## src/rtl/port_input_conditioner.sv

```systemverilog
// Input pin conditioner: per-bit 2-flop synchronizer followed by a counter debouncer,
// producing a stable level bus, registered edge pulses and sticky rise-event flags.
module port_input_conditioner #(
   parameter int unsigned WIDTH           = 4,
   parameter int unsigned DEBOUNCE_CYCLES = 16
) (
   input  logic             clk,
   input  logic             rst,
   input  logic [WIDTH-1:0] raw_in,
   input  logic [WIDTH-1:0] clr_events,
   output logic [WIDTH-1:0] port_value,
   output logic [WIDTH-1:0] rise_pulse,
   output logic [WIDTH-1:0] fall_pulse,
   output logic [WIDTH-1:0] event_sticky
);

   localparam int unsigned CNT_W = $clog2(DEBOUNCE_CYCLES + 1);
   localparam logic [CNT_W-1:0] CNT_MAX = CNT_W'(DEBOUNCE_CYCLES - 1);

   logic [WIDTH-1:0] sync1_q, sync2_q;
   logic [WIDTH-1:0] value_q, value_d;
   logic [WIDTH-1:0] rise_q, rise_d;
   logic [WIDTH-1:0] fall_q, fall_d;
   logic [WIDTH-1:0] sticky_q, sticky_d;
   logic [CNT_W-1:0] cnt_q [WIDTH];
   logic [CNT_W-1:0] cnt_d [WIDTH];

   // Two-stage synchronizer; nothing may sit between the stages.
   always_ff @(posedge clk) begin
      if (rst) begin
         sync1_q <= '0;
         sync2_q <= '0;
      end else begin
         sync1_q <= raw_in;
         sync2_q <= sync1_q;
      end
   end

   // Per-bit debounce: a counter of consecutive cycles the synced bit disagrees with the stable level.
   always_comb begin
      value_d = value_q;
      cnt_d   = cnt_q;
      for (int i = 0; i < int'(WIDTH); i++) begin
         if (sync2_q[i] == value_q[i]) begin
            cnt_d[i] = '0;
         end else if (cnt_q[i] == CNT_MAX) begin
            value_d[i] = sync2_q[i];
            cnt_d[i]   = '0;
         end else begin
            cnt_d[i] = cnt_q[i] + CNT_W'(1);
         end
      end
   end

   // Edge pulses track the level update; a rise wins over a same-cycle clear.
   always_comb begin
      rise_d   = value_d & ~value_q;
      fall_d   = ~value_d & value_q;
      sticky_d = rise_d | (sticky_q & ~clr_events);
   end

   always_ff @(posedge clk) begin
      if (rst) begin
         value_q  <= '0;
         rise_q   <= '0;
         fall_q   <= '0;
         sticky_q <= '0;
         for (int i = 0; i < int'(WIDTH); i++) begin
            cnt_q[i] <= '0;
         end
      end else begin
         value_q  <= value_d;
         rise_q   <= rise_d;
         fall_q   <= fall_d;
         sticky_q <= sticky_d;
         for (int i = 0; i < int'(WIDTH); i++) begin
            cnt_q[i] <= cnt_d[i];
         end
      end
   end

   assign port_value   = value_q;
   assign rise_pulse   = rise_q;
   assign fall_pulse   = fall_q;
   assign event_sticky = sticky_q;

endmodule

```

## config.mk

```make
export PLATFORM = sky130hd
export DESIGN_NAME = port_input_conditioner
export DESIGN_NICKNAME = d
export VERILOG_FILES = /design/src/rtl/port_input_conditioner.sv
export SDC_FILE = /design/constraint.sdc
export NUM_CORES = 1
export LEC_CHECK = 0
export ABC_AREA = 1
export BUFFER_PORTS_ARGS = -buffer_cell sky130_fd_sc_hd__buf_2
export CORE_ASPECT_RATIO = 0.7
export CORE_MARGIN = 5
export CORE_UTILIZATION = 38
export CTS_CLUSTER_DIAMETER = 150
export DETAILED_ROUTE_END_ITERATION = 8
export HOLD_SLACK_MARGIN = 0.08
export PLACE_DENSITY_LB_ADDON = 0.12
export SLEW_MARGIN = 0
export SYNTH_ARGS = -nofsm -noshare
export SYNTH_HDL_FRONTEND = slang
export SYNTH_SLANG_ARGS = --single-unit
```

## constraint.sdc

```tcl
create_clock -name clk -period 1.3 [get_ports clk]
set_input_delay 0.39 -clock clk [delete_from_list [all_inputs] [get_ports clk]]
set_output_delay 0.39 -clock clk [all_outputs]
set_load 0.02 [all_outputs]
```

# == Word-level counts from Yosys, hierarchy flattened ==
# Index checks and enable logic that the tools add are counted.
# totals
out_inout_bits,16
inputBits,10
latch_bits,0
reg_bits,44
word_cells,41
ram_bits,0
romBits,0
n_memories,0
# op_classes
n_div,0
shift,0
n_bitwise,7
add_sub_neg,4
mul,0
eq_ne,8
n_lt_le_gt_ge,0
n_reduce_logical,4
muxes,8
# op_table
op,count
$add A5 B1 Y5 const B,4
$eq A5 B4 Y1 const B,4
$and A4 B4 Y4,3
$not A4 Y4,3
$reduce_or A3 Y1,4
$mux W1,8
$eq A1 B1 Y1,4
$or A4 B4 Y4,1

# == Depth between registers and ports, before layout ==
# Gate-level depths: netlist of run 1.
# depth
ltp_word,5
depth_mapped,7
depth_no_buf,7

# == Least setup slack after synthesis of run 1 ==
# Ideal clock, no wire load.
# synth_path
path_kind,register -> register
from,register cnt_q[10] (netlist bit)
to,register cnt_q[13] (netlist bit)
setup_time_ns,0.066
path_stages_with_launch,8
t_required_ns,1.234
slack_ns,0.060
n_path_buf,0
arrival_ns,1.174
period_less_slack_ns,1.240
path_cell_list,dfxtp_1 -> ha_1 -> nand2_1 -> nor2_1 -> ha_1 -> nor2_4 -> nand3_4 -> a21oi_2
# synth_via
elab_chain_cells,2
word_cells_on_any_way,3
classes_between,add/sub: 1; eq/ne: 1; reduce/logical: 1
# synth_lines
element,line_no,rtl
start: declaration,25,logic [CNT_W-1:0] cnt_q [WIDTH];
start signal: indexed assignment,77,cnt_q[i] <= cnt_d[i];
"parallel branches: the longest is 2 deep, another holds $add A5 B1 Y5",n/a,
# Several ways; the timed one is not identified.
# A chain may end at the register's enable or synchronous reset.

# == Final worst setup path of run 1 ==
# layout_path
from,register cnt_q[0] (netlist bit)
to,register value_q[3] (netlist: port_value[3])
# layout_via
elab_chain_cells,3
# layout_lines
element,line_no,rtl
$eq A5 B4 Y1,46,end else if (cnt_q[i] == CNT_MAX) begin
$mux W1,46,
$mux W1,44,if (sync2_q[i] == value_q[i]) begin
end signal: assignment,72,value_q <= value_d;
end: declaration,21,"logic [WIDTH-1:0] value_q, value_d;"
# Every way passes these cells.

==> metrics.cfg, run 1 <==
[timing]
min_period_ns = 1.246
min_period_over_period_pct = 95.83
finClkSkew_ns = 0.005064
setup_viol = 0
worst_slew_pin_slew_ns = 0.1846
slew_headroom_pct = 87.62
hold_viol = 0
max_freq_mhz = 802.7
setup_ws_ns = 0.05426
holdWs_ns = 0.2998
drv_slew = 0

[power]
power_mw = 2.324
switchingPower_uw = 489.4
power.share.clock_pct = 37.1
power_frac_seq_pct = 59.0
p_per_area_nw_per_um2 = 1081
combinationalPowerShare_pct = 3.9
peakVddDrop_v = 0.0006170
intPower_mw = 1.835
p_sw_share_pct = 21.06
p_leak_nw = 0.8579

[synth]
syn_avg_cell_area_um2 = 8.778
ys_seq_area_share_pct = 53.66
synth-seq-cells = 44
yosys_warnings = 0
synth_cell_types = 17
yosys.area.top_type = dfxtp_1
synth_most_common_cell = dfxtp_1
async_flop_share_pct = 0
synth_area_leaders = dfxtp_1 (54%), nor2_1 (9.6%), inv_1 (6.4%), ha_1 (6.1%), nand2_1 (4.1%)
synthesis.nets = 205
synthesis.area_um2 = 1642
postSynthCellCount = 187
synth.cells.most_frequent = dfxtp_1 (44), nor2_1 (42), inv_1 (28)
yosysTopAreaCellShare_pct = 53.66
synth-main-ff-cell = dfxtp_1
synth-edff-count = 0

[drt]
drt_first_pass_iters = 4
vias = 1269
vias_per_cell = 4.453
drt_iter0_drc = 31
wl_per_cell_um = 10.17
drtAntennaViolNets = 0
post-route-drc-count = 0
finalWirelength_um = 2899

[layout]
nets = 247
area_growth_syn_to_layout_pct = 31.02
final_cells = 285
layout-drive-gt1-share_pct = 41.30
utilization_pct = 50.56
diodes = 0

[die]
core_area_um2 = 4254
die_area_um2 = 5755
die_w_um = 88.56
num_rows = 20
start_util_pct = 38.59
die_h_um = 64.99
ios = 26

[grt]
grt_use_total_pct = 10.61
grt_pass1_wl_um = 4747
antenna_found_initial = 0
grt_start_max_net_pins = 17
grt_pass1_vias = 1154
grt.overflow.total = 0

[critical_path]
startpoint_type = flip-flop
cpPeakStageDelay_ns = 0.34
worst_ep_required_time_ns = 1.50
critPathKind = reg2reg
crit_arrival_ns = 1.45
worst-path-max-fanout = 5
crit_path_cell_trace = ha_4, nand2_2, nor2_1, ha_2, buf_4, a211oi_2
end_kind = flip-flop
slowest_stage = dfxtp_2

[cts]
clk_pin_slew_ns = 0.08
clk_latency_ns = 0.29
cts_root_buf = clkbuf_8
cts_buffer_depth = 2
cts_buffers = 5
cts_tree = built
cts.sinks = 44
ctsHtreeMaxLevel = 2

[place]
numPortBuffers = 25
dp_hpwl_um = 2016
dp.cells = 271
dpl_worst_slack_ns = -0.01602
place.gp.congestion = 0.7549

[flow_run]
maxCapViolCount = 0

[min_path]
hp-class = in2reg

[outcome]
outcome = finished clean

-- flip-flops by register name, summed over array words and instances, names as in the netlist --
| signal | count |
|---|---|
| fall_pulse | 4 |
| sync2_q | 4 |
| sync1_q | 4 |
| rise_pulse | 4 |
| event_sticky | 4 |
| cnt_q | 20 |
| port_value | 4 |
-- area by class of cell --
type / instances / area (um^2)
Inverter: 32 / 120.1
Multi-Input combinational cell: 108 / 738.2
Clock buffer: 8 / 90.09
Tap cell: 55 / 68.82
Fill cell: 407 / 2103
Timing Repair Buffer: 38 / 235.2
Sequential cell: 44 / 898.4
-- repair_timing --
item,in CTS,in global routing
setup buffers,0,6
hold buffers,0,0
hold endpoints to repair,0,0
gates resized for setup,7,36
pin swaps,0,16
endpoints found under the setup margin,24,36
-- metal layers --
layer / global-route usage [%] / wire, um
met3: 5.591 / 159
met4: 2.830 / 31
met5: 0 / 0
met1: 12.46 / 1307
met2: 16.88 / 1401
-- worst max-delay path: cells and delay by family (launching register included) --
family / cells / cell delay (ns)
simple gates: 2 / 0.09
buf+inv: 1 / 0.14
fa+ha+maj: 2 / 0.37
compound gates: 1 / 0.21
flops: 1 / 0.34
-- power by group through the flow --
| stage | Combinational [mW] | Clock (mW) | Sequential (mW) |
|---|---|---|---|
| 2_1_floorplan | 0.0522 | 0 | 1.40 |
| 3_5_place_dp | 0.0845 | 0 | 1.40 |
| 5_1_grt | 0.102 | 0.964 | 1.37 |
| 6_report | 0.0900 | 0.863 | 1.37 |
| 4_1_cts | 0.0847 | 0.886 | 1.37 |
| 3_3_place_gp | 0.0811 | 0 | 1.40 |
-- path summary, 6_finish.rpt --
check	startpoint	end	slack, ns	cells after the start
max	cnt_q[0]	port_value[3]	0.05	6
min reg2reg	sync1_q[0]	sync2_q[0]	0.41	2
min	raw_in[1]	sync1_q[1]	0.30	3
max reg2reg	cnt_q[0]	port_value[3]	0.05	6
-- cell families after synthesis --
logic type               Yosys count  share of synthesized area, %
adder cells (fa/ha/maj)            8                         6.098
buffers and inverters             35                         9.146
flip-flops                        44                         53.66
AO/OA/AOI/OAI                     14                         5.793
AND/OR/NAND/NOR                   82                         23.17
XOR/XNOR                           4                         2.134
-- stage by stage --
stage	cell area, um^2	setup TNS, ns
floorplan	1642	0
global placement	1871	0
detailed placement	1871	-0.09199
CTS	1977	0
global route	2151	-0.06783
finish	2151	0
-- cell usage in the layout, fill, tap and decap left out, drive strengths merged --
master / n
a211oi: 4
a21oi: 10
buf: 38
clkbuf: 8
dfxtp: 44
ha: 8
inv: 32
nand2: 20
nand3: 14
nand4: 4
nor2: 44
xnor2: 4
Power figures use the tool's default switching activity.
==> run 2, diff against run 1 <==
--- a/config.mk
+++ b/config.mk
@@ -5,7 +5,6 @@
 export SDC_FILE = /design/constraint.sdc
 export NUM_CORES = 1
 export LEC_CHECK = 0
-export ABC_AREA = 1
 export BUFFER_PORTS_ARGS = -buffer_cell sky130_fd_sc_hd__buf_2
 export CORE_ASPECT_RATIO = 0.7
 export CORE_MARGIN = 5
==> run 2 against run 1 <==
  * The flow now finishes with violations (setup timing)
  * Count of clock-buffer cells in the layout fell by 2
  * Critical path type unchanged
  * Clock power shrank 10%
  * Global-route usage increased by 0.73 points
  * Largest power group unchanged
  * Synthesized cell count shrank 26%
  * Setup slack got worse by 0.13 ns
  * Combinational power down 17%
  * Clock skew increased by 0.0018 ns
==> metrics.cfg, run 2 <==
[outcome]
outcome = finished, violations left
violations = setup timing

[place]
place.gp.congestion = 0.6602
dp_hpwl_um = 1966
dp.cells = 224
numPortBuffers = 25

[synth]
yosys_warnings = 0
synth-main-ff-cell = dfxtp_1
synth_cell_types = 16
postSynthCellCount = 138
yosysTopAreaCellShare_pct = 57.56
synthesis.nets = 156
synthesis.area_um2 = 1530
synth-seq-cells = 44
async_flop_share_pct = 0
synth.cells.most_frequent = dfxtp_1 (44), nor2_1 (28)
yosys.area.top_type = dfxtp_1
ys_seq_area_share_pct = 57.56
synth-edff-count = 0
syn_avg_cell_area_um2 = 11.09
synth_area_leaders = dfxtp_1 (58%), nor2_1 (6.9%), ha_1 (6.5%), xnor2_1 (4.6%), and4bb_2 (3.3%)
synth_most_common_cell = dfxtp_1

[layout]
final_cells = 238
fillers = 357
top_register = cnt_q
largest_reg_flops = 20
area_growth_syn_to_layout_pct = 39.00
diodes = 0
layout_common_cells = dfxtp_1 (32), buf_2 (25), buf_4 (18)
final_common_cell = dfxtp_1
layout-drive-gt1-share_pct = 51.61
nets = 204

[die]
start_util_pct = 39.25
ios = 26
num_rows = 19
core_area_um2 = 3899
die_h_um = 63.09
die_w_um = 85.85
die_area_um2 = 5416

[cts]
ctsHtreeMaxLevel = 2
cts_tree = built
cts_root_buf = clkbuf_8
clk_latency_ns = 0.28
cts_buffer_depth = 2
clk_pin_slew_ns = 0.08
cts_hold_buf = 0
cts.sinks = 44
cts_buffers = 5

[timing]
setup_viol = 24
drv_slew = 0
tns_ns = -1.030
slew_headroom_pct = 82.32
max_freq_mhz = 729.1
finClkSkew_ns = 0.006824
rsz0062_at_grt = true
setup_ws_ns = -0.07160
min_period_ns = 1.372
hold_viol = 0
worst_slew_pin_slew_ns = 0.2651
min_period_over_period_pct = 105.5

[drt]
drt_first_pass_iters = 4
vias = 1092
vias_per_cell = 4.588
drtAntennaViolNets = 0
post-route-drc-count = 0
wl_per_cell_um = 11.40
finalWirelength_um = 2714
drt_iter0_drc = 17

[grt]
grt_use_total_pct = 11.34
grt_pass1_wl_um = 4761
grt.overflow.total = 0
antenna_found_initial = 0
grt_start_max_net_pins = 15
grt_pass1_vias = 1069

[critical_path]
critPathKind = reg2reg
crit_arrival_ns = 1.59
worst-path-max-fanout = 5
startpoint_type = flip-flop
end_kind = flip-flop
worst_ep_required_time_ns = 1.52

[power]
p_leak_nw = 0.8589
p_per_area_nw_per_um2 = 1045
peakVddDrop_v = 0.0006026

[min_path]
hp-class = in2reg

[flow_run]
maxCapViolCount = 0

run 2: timing repair:
item                                    CTS  global route
gates resized for setup                   8            14
setup buffers                             4             3
pin swaps                                14             4
endpoints found under the setup margin   25            31
run 2: final timing paths:
check	depth (start not counted)	end	slack [ns]	start
worst max-delay path	5	cnt_q[1]	-0.07	cnt_q[0]
worst min-delay path	2	sync1_q[0]	0.31	raw_in[0]
worst max register to register	5	cnt_q[1]	-0.07	cnt_q[0]
worst min register to register	1	sync2_q[1]	0.44	sync1_q[1]
run 2: cells by family after synthesis:
| kind of cell | Yosys count | synth area share (%) |
|---|---|---|
| xor+xnor | 12 | 6.868 |
| compound gates | 4 | 1.962 |
| buf+inv | 10 | 2.534 |
| fa+ha+maj | 8 | 6.542 |
| mux | 4 | 2.617 |
| flops | 44 | 57.56 |
| simple gates | 56 | 21.91 |
run 2: per-stage QoR:
| step | power [mW] | utilization (%) | setup slack, ns | hold slack [ns] | area, um^2 |
|---|---|---|---|---|---|
| after floorplan | 1.439 | - | -0.03968 | 0.4113 | 1660 |
| after global placement | 1.470 | 49.36 | -0.06828 | 0.4177 | 1924 |
| after detailed placement | 1.475 | 49.36 | -0.09984 | 0.4303 | 1924 |
| after CTS | 2.253 | 52.73 | -0.06247 | 0.3013 | 2056 |
| after global routing | 2.322 | 54.56 | -0.1168 | 0.3054 | 2127 |
| final | 2.222 | 54.56 | -0.07160 | 0.3113 | 2127 |
run 2: power by group:
part	switching (mW)	total (mW)	internal [mW]
logic	0.0349	0.0743	0.0394
clock network	0.408	0.773	0.365
registers	0.0120	1.37	1.36
run 2: critical path, stage by stage, from the launching register on:
cell and delay, ns:
dfxtp_2 0.34, ha_4 0.16, and3_4 0.18, ha_4 0.16
or3_4 0.36, nor2_1 0.10
run 2: area by class of cell:
type	count	area, um^2	share of cell area (%)
Sequential cell	44	895.9	42.12
Clock inverter	1	5.005	0.2353
Inverter	8	30.03	1.412
Clock buffer	6	72.57	3.412
Tap cell	52	65.06	3.059
Multi-Input combinational cell	84	798.3	37.53
Timing Repair Buffer	43	260.3	12.24
run 2: routing by layer:
layer | GRT usage [%] | share of wire, %
met4 | 5.336 | 2.2
met5 | 0 | 0
met2 | 19.09 | 49
met1 | 12.68 | 43
met3 | 4.167 | 5.5
